<file path="src/rtl/param_sync_fifo_if.sv">
`default_nettype none
// ============================================================================
// Module   : param_sync_fifo_if
// Brief    : Handshake/data bundle for param_sync_fifo (slave = FIFO side).
// Revision : 1.0 - initial release
// ============================================================================
interface param_sync_fifo_if #(
    parameter int DATA_W = 128,
    parameter int DEPTH  = 16
);
    localparam int CNT_W = $clog2(DEPTH) + 1;

    logic              i_wren;
    logic [DATA_W-1:0] i_wrdata;
    logic              i_rden;
    logic              i_err_clr;
    logic [DATA_W-1:0] o_rddata;
    logic              o_rd_valid;
    logic              o_full;
    logic              o_alm_full;
    logic              o_empty;
    logic              o_alm_empty;
    logic [CNT_W-1:0]  o_count;
    logic              o_ovf;
    logic              o_udf;

    modport slave (
        input  i_wren, i_wrdata, i_rden, i_err_clr,
        output o_rddata, o_rd_valid, o_full, o_alm_full, o_empty, o_alm_empty,
               o_count, o_ovf, o_udf
    );

    modport master (
        output i_wren, i_wrdata, i_rden, i_err_clr,
        input  o_rddata, o_rd_valid, o_full, o_alm_full, o_empty, o_alm_empty,
               o_count, o_ovf, o_udf
    );
endinterface
`default_nettype wire

</file>
<file path="src/rtl/param_sync_fifo.sv">
`default_nettype none
// ============================================================================
// Module   : param_sync_fifo
// Brief    : Single-clock FIFO, registered read data, occupancy flags.
//            Define PARAM_SYNC_FIFO_ERR_EN for sticky overflow/underflow flags.
// Revision : 1.0 - initial release
// ============================================================================
module param_sync_fifo #(
    parameter int DATA_W = 128,
    parameter int DEPTH  = 16,
    parameter int AF_LVL = DEPTH - 2,
    parameter int AE_LVL = 2
) (
    input  wire logic          clk,
    input  wire logic          reset,
    param_sync_fifo_if.slave   bus
);
    localparam int CNT_W    = $clog2(DEPTH) + 1;
    localparam int c_addr_w = $clog2(DEPTH);
    localparam logic [CNT_W-1:0] c_depth  = CNT_W'(DEPTH);
    localparam logic [CNT_W-1:0] c_af_lvl = CNT_W'(AF_LVL);
    localparam logic [CNT_W-1:0] c_ae_lvl = CNT_W'(AE_LVL);

    logic [DATA_W-1:0]   r_mem [DEPTH];
    logic [c_addr_w-1:0] r_wr_ptr;
    logic [c_addr_w-1:0] r_rd_ptr;
    logic [CNT_W-1:0]    r_count;
    logic [DATA_W-1:0]   r_rddata;
    logic                r_rd_valid;
    logic                w_full;
    logic                w_empty;
    logic                w_wr_acc;
    logic                w_rd_acc;
    logic                w_ovf;
    logic                w_udf;

    assign w_full   = (r_count == c_depth);
    assign w_empty  = (r_count == '0);
    // When full a write is refused even if a read frees a slot on the same edge
    assign w_wr_acc = bus.i_wren && !w_full;
    assign w_rd_acc = bus.i_rden && !w_empty;

    // Storage is deliberately left out of reset; pointers alone define validity.
    always_ff @(posedge clk) begin
        if (w_wr_acc && !reset) begin
            r_mem[r_wr_ptr] <= bus.i_wrdata;
        end
    end

    always_ff @(posedge clk) begin
        if (reset) begin
            r_wr_ptr   <= '0;
            r_rd_ptr   <= '0;
            r_count    <= '0;
            r_rddata   <= '0;
            r_rd_valid <= 1'b0;
        end else begin
            r_rd_valid <= w_rd_acc;
            if (w_wr_acc) begin
                r_wr_ptr <= r_wr_ptr + 1'b1;
            end
            if (w_rd_acc) begin
                r_rd_ptr <= r_rd_ptr + 1'b1;
                r_rddata <= r_mem[r_rd_ptr];
            end
            case ({w_wr_acc, w_rd_acc})
                2'b10:   r_count <= r_count + 1'b1;
                2'b01:   r_count <= r_count - 1'b1;
                default: r_count <= r_count;
            endcase
        end
    end

`ifdef PARAM_SYNC_FIFO_ERR_EN
    logic r_ovf;
    logic r_udf;

    // A new error in the clear cycle keeps the flag set
    always_ff @(posedge clk) begin
        if (reset) begin
            r_ovf <= 1'b0;
            r_udf <= 1'b0;
        end else begin
            if (bus.i_wren && w_full) begin
                r_ovf <= 1'b1;
            end else if (bus.i_err_clr) begin
                r_ovf <= 1'b0;
            end
            if (bus.i_rden && w_empty) begin
                r_udf <= 1'b1;
            end else if (bus.i_err_clr) begin
                r_udf <= 1'b0;
            end
        end
    end

    assign w_ovf = r_ovf;
    assign w_udf = r_udf;
`else
    logic w_unused_err_clr;

    assign w_unused_err_clr = bus.i_err_clr;
    assign w_ovf            = 1'b0;
    assign w_udf            = 1'b0;
`endif

    assign bus.o_rddata    = r_rddata;
    assign bus.o_rd_valid  = r_rd_valid;
    assign bus.o_count     = r_count;
    assign bus.o_full      = w_full;
    assign bus.o_empty     = w_empty;
    assign bus.o_alm_full  = (r_count >= c_af_lvl);
    assign bus.o_alm_empty = (r_count <= c_ae_lvl);
    assign bus.o_ovf       = w_ovf;
    assign bus.o_udf       = w_udf;

endmodule
`default_nettype wire

</file>
<file path="src/flat_wrapper.sv">
// flat-port wrapper written by rule: the top's interface ports become plain ports
module param_sync_fifo_flat 
#(
    parameter int DATA_W = 128,
    parameter int DEPTH  = 16,
    parameter int AF_LVL = DEPTH - 2,
    parameter int AE_LVL = 2
)
  (clk, reset, bus_i_wren, bus_i_wrdata, bus_i_rden, bus_i_err_clr, bus_o_rddata, bus_o_rd_valid, bus_o_full, bus_o_alm_full, bus_o_empty, bus_o_alm_empty, bus_o_count, bus_o_ovf, bus_o_udf);
  param_sync_fifo_if #(.DATA_W(DATA_W), .DEPTH(DEPTH)) bus_i ();
  input  wire logic clk;
  input  wire logic reset;
  input wire logic [$bits(bus_i.i_wren)-1:0] bus_i_wren;
  input wire logic [$bits(bus_i.i_wrdata)-1:0] bus_i_wrdata;
  input wire logic [$bits(bus_i.i_rden)-1:0] bus_i_rden;
  input wire logic [$bits(bus_i.i_err_clr)-1:0] bus_i_err_clr;
  output wire logic [$bits(bus_i.o_rddata)-1:0] bus_o_rddata;
  output wire logic [$bits(bus_i.o_rd_valid)-1:0] bus_o_rd_valid;
  output wire logic [$bits(bus_i.o_full)-1:0] bus_o_full;
  output wire logic [$bits(bus_i.o_alm_full)-1:0] bus_o_alm_full;
  output wire logic [$bits(bus_i.o_empty)-1:0] bus_o_empty;
  output wire logic [$bits(bus_i.o_alm_empty)-1:0] bus_o_alm_empty;
  output wire logic [$bits(bus_i.o_count)-1:0] bus_o_count;
  output wire logic [$bits(bus_i.o_ovf)-1:0] bus_o_ovf;
  output wire logic [$bits(bus_i.o_udf)-1:0] bus_o_udf;
  assign bus_i.i_wren = bus_i_wren;
  assign bus_i.i_wrdata = bus_i_wrdata;
  assign bus_i.i_rden = bus_i_rden;
  assign bus_i.i_err_clr = bus_i_err_clr;
  assign bus_o_rddata = bus_i.o_rddata;
  assign bus_o_rd_valid = bus_i.o_rd_valid;
  assign bus_o_full = bus_i.o_full;
  assign bus_o_alm_full = bus_i.o_alm_full;
  assign bus_o_empty = bus_i.o_empty;
  assign bus_o_alm_empty = bus_i.o_alm_empty;
  assign bus_o_count = bus_i.o_count;
  assign bus_o_ovf = bus_i.o_ovf;
  assign bus_o_udf = bus_i.o_udf;
  param_sync_fifo #(.DATA_W(DATA_W), .DEPTH(DEPTH), .AF_LVL(AF_LVL), .AE_LVL(AE_LVL)) u_core (.clk(clk), .reset(reset), .bus(bus_i));
endmodule
</file>
<file path="config.mk">
export PLATFORM = sky130hd
export DESIGN_NAME = param_sync_fifo_flat
export DESIGN_NICKNAME = d
export VERILOG_FILES = /design/src/rtl/param_sync_fifo_if.sv /design/src/rtl/param_sync_fifo.sv /design/src/flat_wrapper.sv
export SDC_FILE = /design/constraint.sdc
export NUM_CORES = 2
export LEC_CHECK = 0
export BUFFER_PORTS_ARGS = -buffer_cell sky130_fd_sc_hd__buf_4
export CORE_MARGIN = 5
export CORE_UTILIZATION = 50
export CTS_CLUSTER_DIAMETER = 60
export DETAILED_ROUTE_END_ITERATION = 16
export PLACE_DENSITY = 0.66
export SLEW_MARGIN = 0
export SYNTH_ARGS = -nofsm -noshare
export SYNTH_HDL_FRONTEND = slang
export SYNTH_SLANG_ARGS = --single-unit
</file>
<file path="constraint.sdc">
create_clock -name clk -period 13.1 [get_ports clk]
set_clock_uncertainty 0.05 [all_clocks]
set_input_delay 0.655 -clock clk [delete_from_list [all_inputs] [get_ports clk]]
set_output_delay 0.655 -clock clk [all_outputs]
set_load 0.01 [all_outputs]
</file>
==> impl_metrics.json <==
{
  "hold_viol_final": 0,
  "end_kind": "flop",
  "ys_seq_area_frac": 0.784,
  "grt_max_degree": 142,
  "cts_setup_buffers": 0,
  "outcome": "finished, final reports clean",
  "die-width_um": 415,
  "first_iter_violations": 3808,
  "min_path_type": "in -> reg",
  "cp-start-kind": "flop",
  "synthCells": 3597,
  "core_area_um2": 163000,
  "min_from": "bus_i_wrdata[36]",
  "cts_num_sinks": 2190,
  "synthDistinctLibCells": 41,
  "clockBufferDepth": 3,
  "grt_pass1_wl_um": 271000,
  "fin_crit_ns": 4.86,
  "grt_usage": 0.214,
  "cts_tree": "built",
  "fmax_ghz": 0.206,
  "maxCapViolCount": 0,
  "clkTransAtPathRegs_ns": 0.06,
  "power_density_nw_per_um2": 175,
  "slowest_stage": "buf_4",
  "crit_top_cell": "buf_4",
  "slowest_delay_ns": 0.88,
  "dp_cells": 5900,
  "p_leak_nw": 29.2,
  "cp-startpoint": "u_core.bus.o_count[0]",
  "netlist_area_um2": 82000,
  "setup_viol": 0,
  "ant_nets": 0,
  "areaGrowthSynthToFinish_pct": 15.0,
  "grt-ovfl-total": 0,
  "avgSynthCellArea_um2": 22.8,
  "clk_latency_ns": 0.84,
  "worstPathCellList": "nor4_1 > a211oi_1 > nand2_1 > nor2_4 > buf_4 > buf_4 > buf_4",
  "stdcell_count": 6380,
  "viasPerCell": 6.02,
  "critPathMaxFanout": 44,
  "port_buffers": 269,
  "firstDrtPassIters": 5,
  "totalWireLength_um": 185000,
  "ios": 273,
  "drive_gt1_frac": 0.307,
  "synth-seq-cells": 2190,
  "grt_pass1_vias": 39600,
  "fp.dieH_um": 415,
  "hpwl_um": 88200,
  "die_area_um2": 172000,
  "htreeDepth": 4,
  "wire_per_inst_um": 29.0,
  "grt_setup_unrepaired": "false",
  "maxSlewHeadroom": 0.245,
  "gp_routability_congestion": 0.716,
  "rows": 148,
  "hold-worst-slack_ns": 0.0680,
  "reg2reg_depth": 7,
  "ctsHoldBuffers": 54,
  "holdPathStages": 1,
  "numCtsBuffers": 217,
  "fin_crit_sh": 0.371,
  "crit_arrival_ns": 5.25,
  "holdPathEnd": "u_core.r_mem[0][36]",
  "r2r-end": "u_core.r_mem[14][28]",
  "path_class": "reg -> reg",
  "slew_violations": 0,
  "ys.flop_type": "edfxtp_1",
  "start_util": 0.503,
  "rrSetupSlack_ns": 8.24,
  "clockRootBuffer": "clkbuf_16",
  "finalNetCount": 4141,
  "setup-tns-final_ns": 0,
  "cts_resized": 0,
  "async_reset_ff_frac": 0,
  "timing.rr.start": "u_core.bus.o_count[0]",
  "antenna_found_initial": 22,
  "ir_drop_mv": 0.220,
  "yosysWarnings": 0,
  "required_ns": 13.49,
  "tightestPinTransition_ns": 1.13,
  "synth-edff-count": 2048,
  "n_fill_cell": 11800,
  "num_vias": 38400,
  "utilization": 0.579,
  "drc_errors": 0
}
## synthesized netlist by cell type, drive strengths merged, types with 2 or more instances
| library cell | instances | area [um^2] |
|---|---|---|
| a211oi | 2 | 15.0 |
| a21o | 2 | 15.0 |
| a21oi | 16 | 80.1 |
| a31oi | 11 | 68.8 |
| a32oi | 117 | 1020 |
| buf | 122 | 651 |
| clkbuf | 92 | 345 |
| dfxtp | 142 | 2840 |
| edfxtp | 2048 | 61500 |
| ha | 9 | 113 |
| inv | 7 | 26.3 |
| mux2 | 118 | 1330 |
| mux2i | 164 | 1640 |
| mux4 | 490 | 11000 |
| nand2 | 30 | 113 |
| nand2b | 13 | 81.3 |
| nand3 | 3 | 15.0 |
| nand4 | 11 | 68.8 |
| nor2 | 30 | 113 |
| nor2b | 3 | 18.8 |
| nor3 | 4 | 20.0 |
| o211ai | 3 | 22.5 |
| o21ai | 129 | 649 |
| o22ai | 11 | 68.8 |
| or3 | 2 | 12.5 |
| xnor2 | 4 | 35.0 |
| xor2 | 5 | 43.8 |
## placed cells by master, fill, tap and decap left out, types with 59 or more instances in the layout
cell type	instances
clkbuf_1	59
clkbuf_16	219
o21ai_0	98
mux2i_1	164
edfxtp_1	2048
a32oi_1	117
buf_4	328
mux2_2	118
dfxtp_1	139
mux4_2	490
## worst max-delay path by stage
| stage | end | slack [ns] | depth (start not counted) |
|---|---|---|---|
| global route | u_core.r_mem[14][25] | 8.04 | 7 |
| finish | u_core.r_mem[14][28] | 8.24 | 7 |
| detailed placement | u_core.r_mem[14][25] | 8.02 | 7 |
| CTS | u_core.r_mem[14][26] | 8.19 | 7 |
| global placement | u_core.r_mem[14][23] | 8.09 | 7 |
| floorplan | u_core.r_mem[0][0] | 2.27 | 4 |
## cell families after synthesis
family,count (synthesis),share of synthesized area
and+or+nand+nor,100,0.00574
AOI/OAI and AO/OA,294,0.0240
muxes,772,0.171
buffers and inverters,221,0.0125
adders and majority gates,10,0.00162
DFF,2190,0.784
xor gates and xnor gates,9,0.000961
other,1,0.0000457
## cell type report
class	instances	area [um^2]	area share
Sequential cell	2190	64400	0.682
Multi-Input combinational cell	1187	16800	0.178
Clock buffer	305	6070	0.0644
Timing Repair Buffer	395	3260	0.0346
Tap cell	2175	2720	0.0289
Clock inverter	107	1040	0.0111
Antenna cell	14	35.0	0.000371
Inverter	7	31.3	0.000332
## sequential cells by signal, indices dropped and copies added (netlist names)
name,count
u_core.bus.o_count,5
u_core.r_rd_ptr,4
u_core.bus.o_rd_valid,1
u_core.r_mem,2048
u_core.r_wr_ptr,4
u_core.bus.o_rddata,128
## through the flow
step           setup slack [ns]  power [mW]  cell area (um^2)
5_1_grt                    8.04        17.1             94300
3_3_place_gp               8.09        10.5             86600
4_1_cts                    8.19        16.7             94300
3_5_place_dp               8.02        10.6             86600
6_report                   8.24        16.5             94300
2_1_floorplan              2.27        9.65             82000
## power by group
part	internal, mW	total [mW]	switching (mW)
clock	3.54	6.11	2.58
sequential	7.90	8.12	0.212
combinational	1.03	2.28	1.24
## per-layer routing
metal / track usage / routed length, um
met4: 0.0539 / 3820
met2: 0.349 / 91400
met3: 0.0410 / 13200
met5: 0 / 59
met1: 0.303 / 76900
## critical path: cells and delay by family, from the launching register on
| kind | cells | cell delay, ns |
|---|---|---|
| AND/OR/NAND/NOR | 3 | 0.85 |
| flip-flops | 1 | 0.49 |
| buffers and inverters | 3 | 2.42 |
| AO/OA/AOI/OAI | 1 | 0.55 |
No activity file was read; power rests on OpenSTA's default activity.
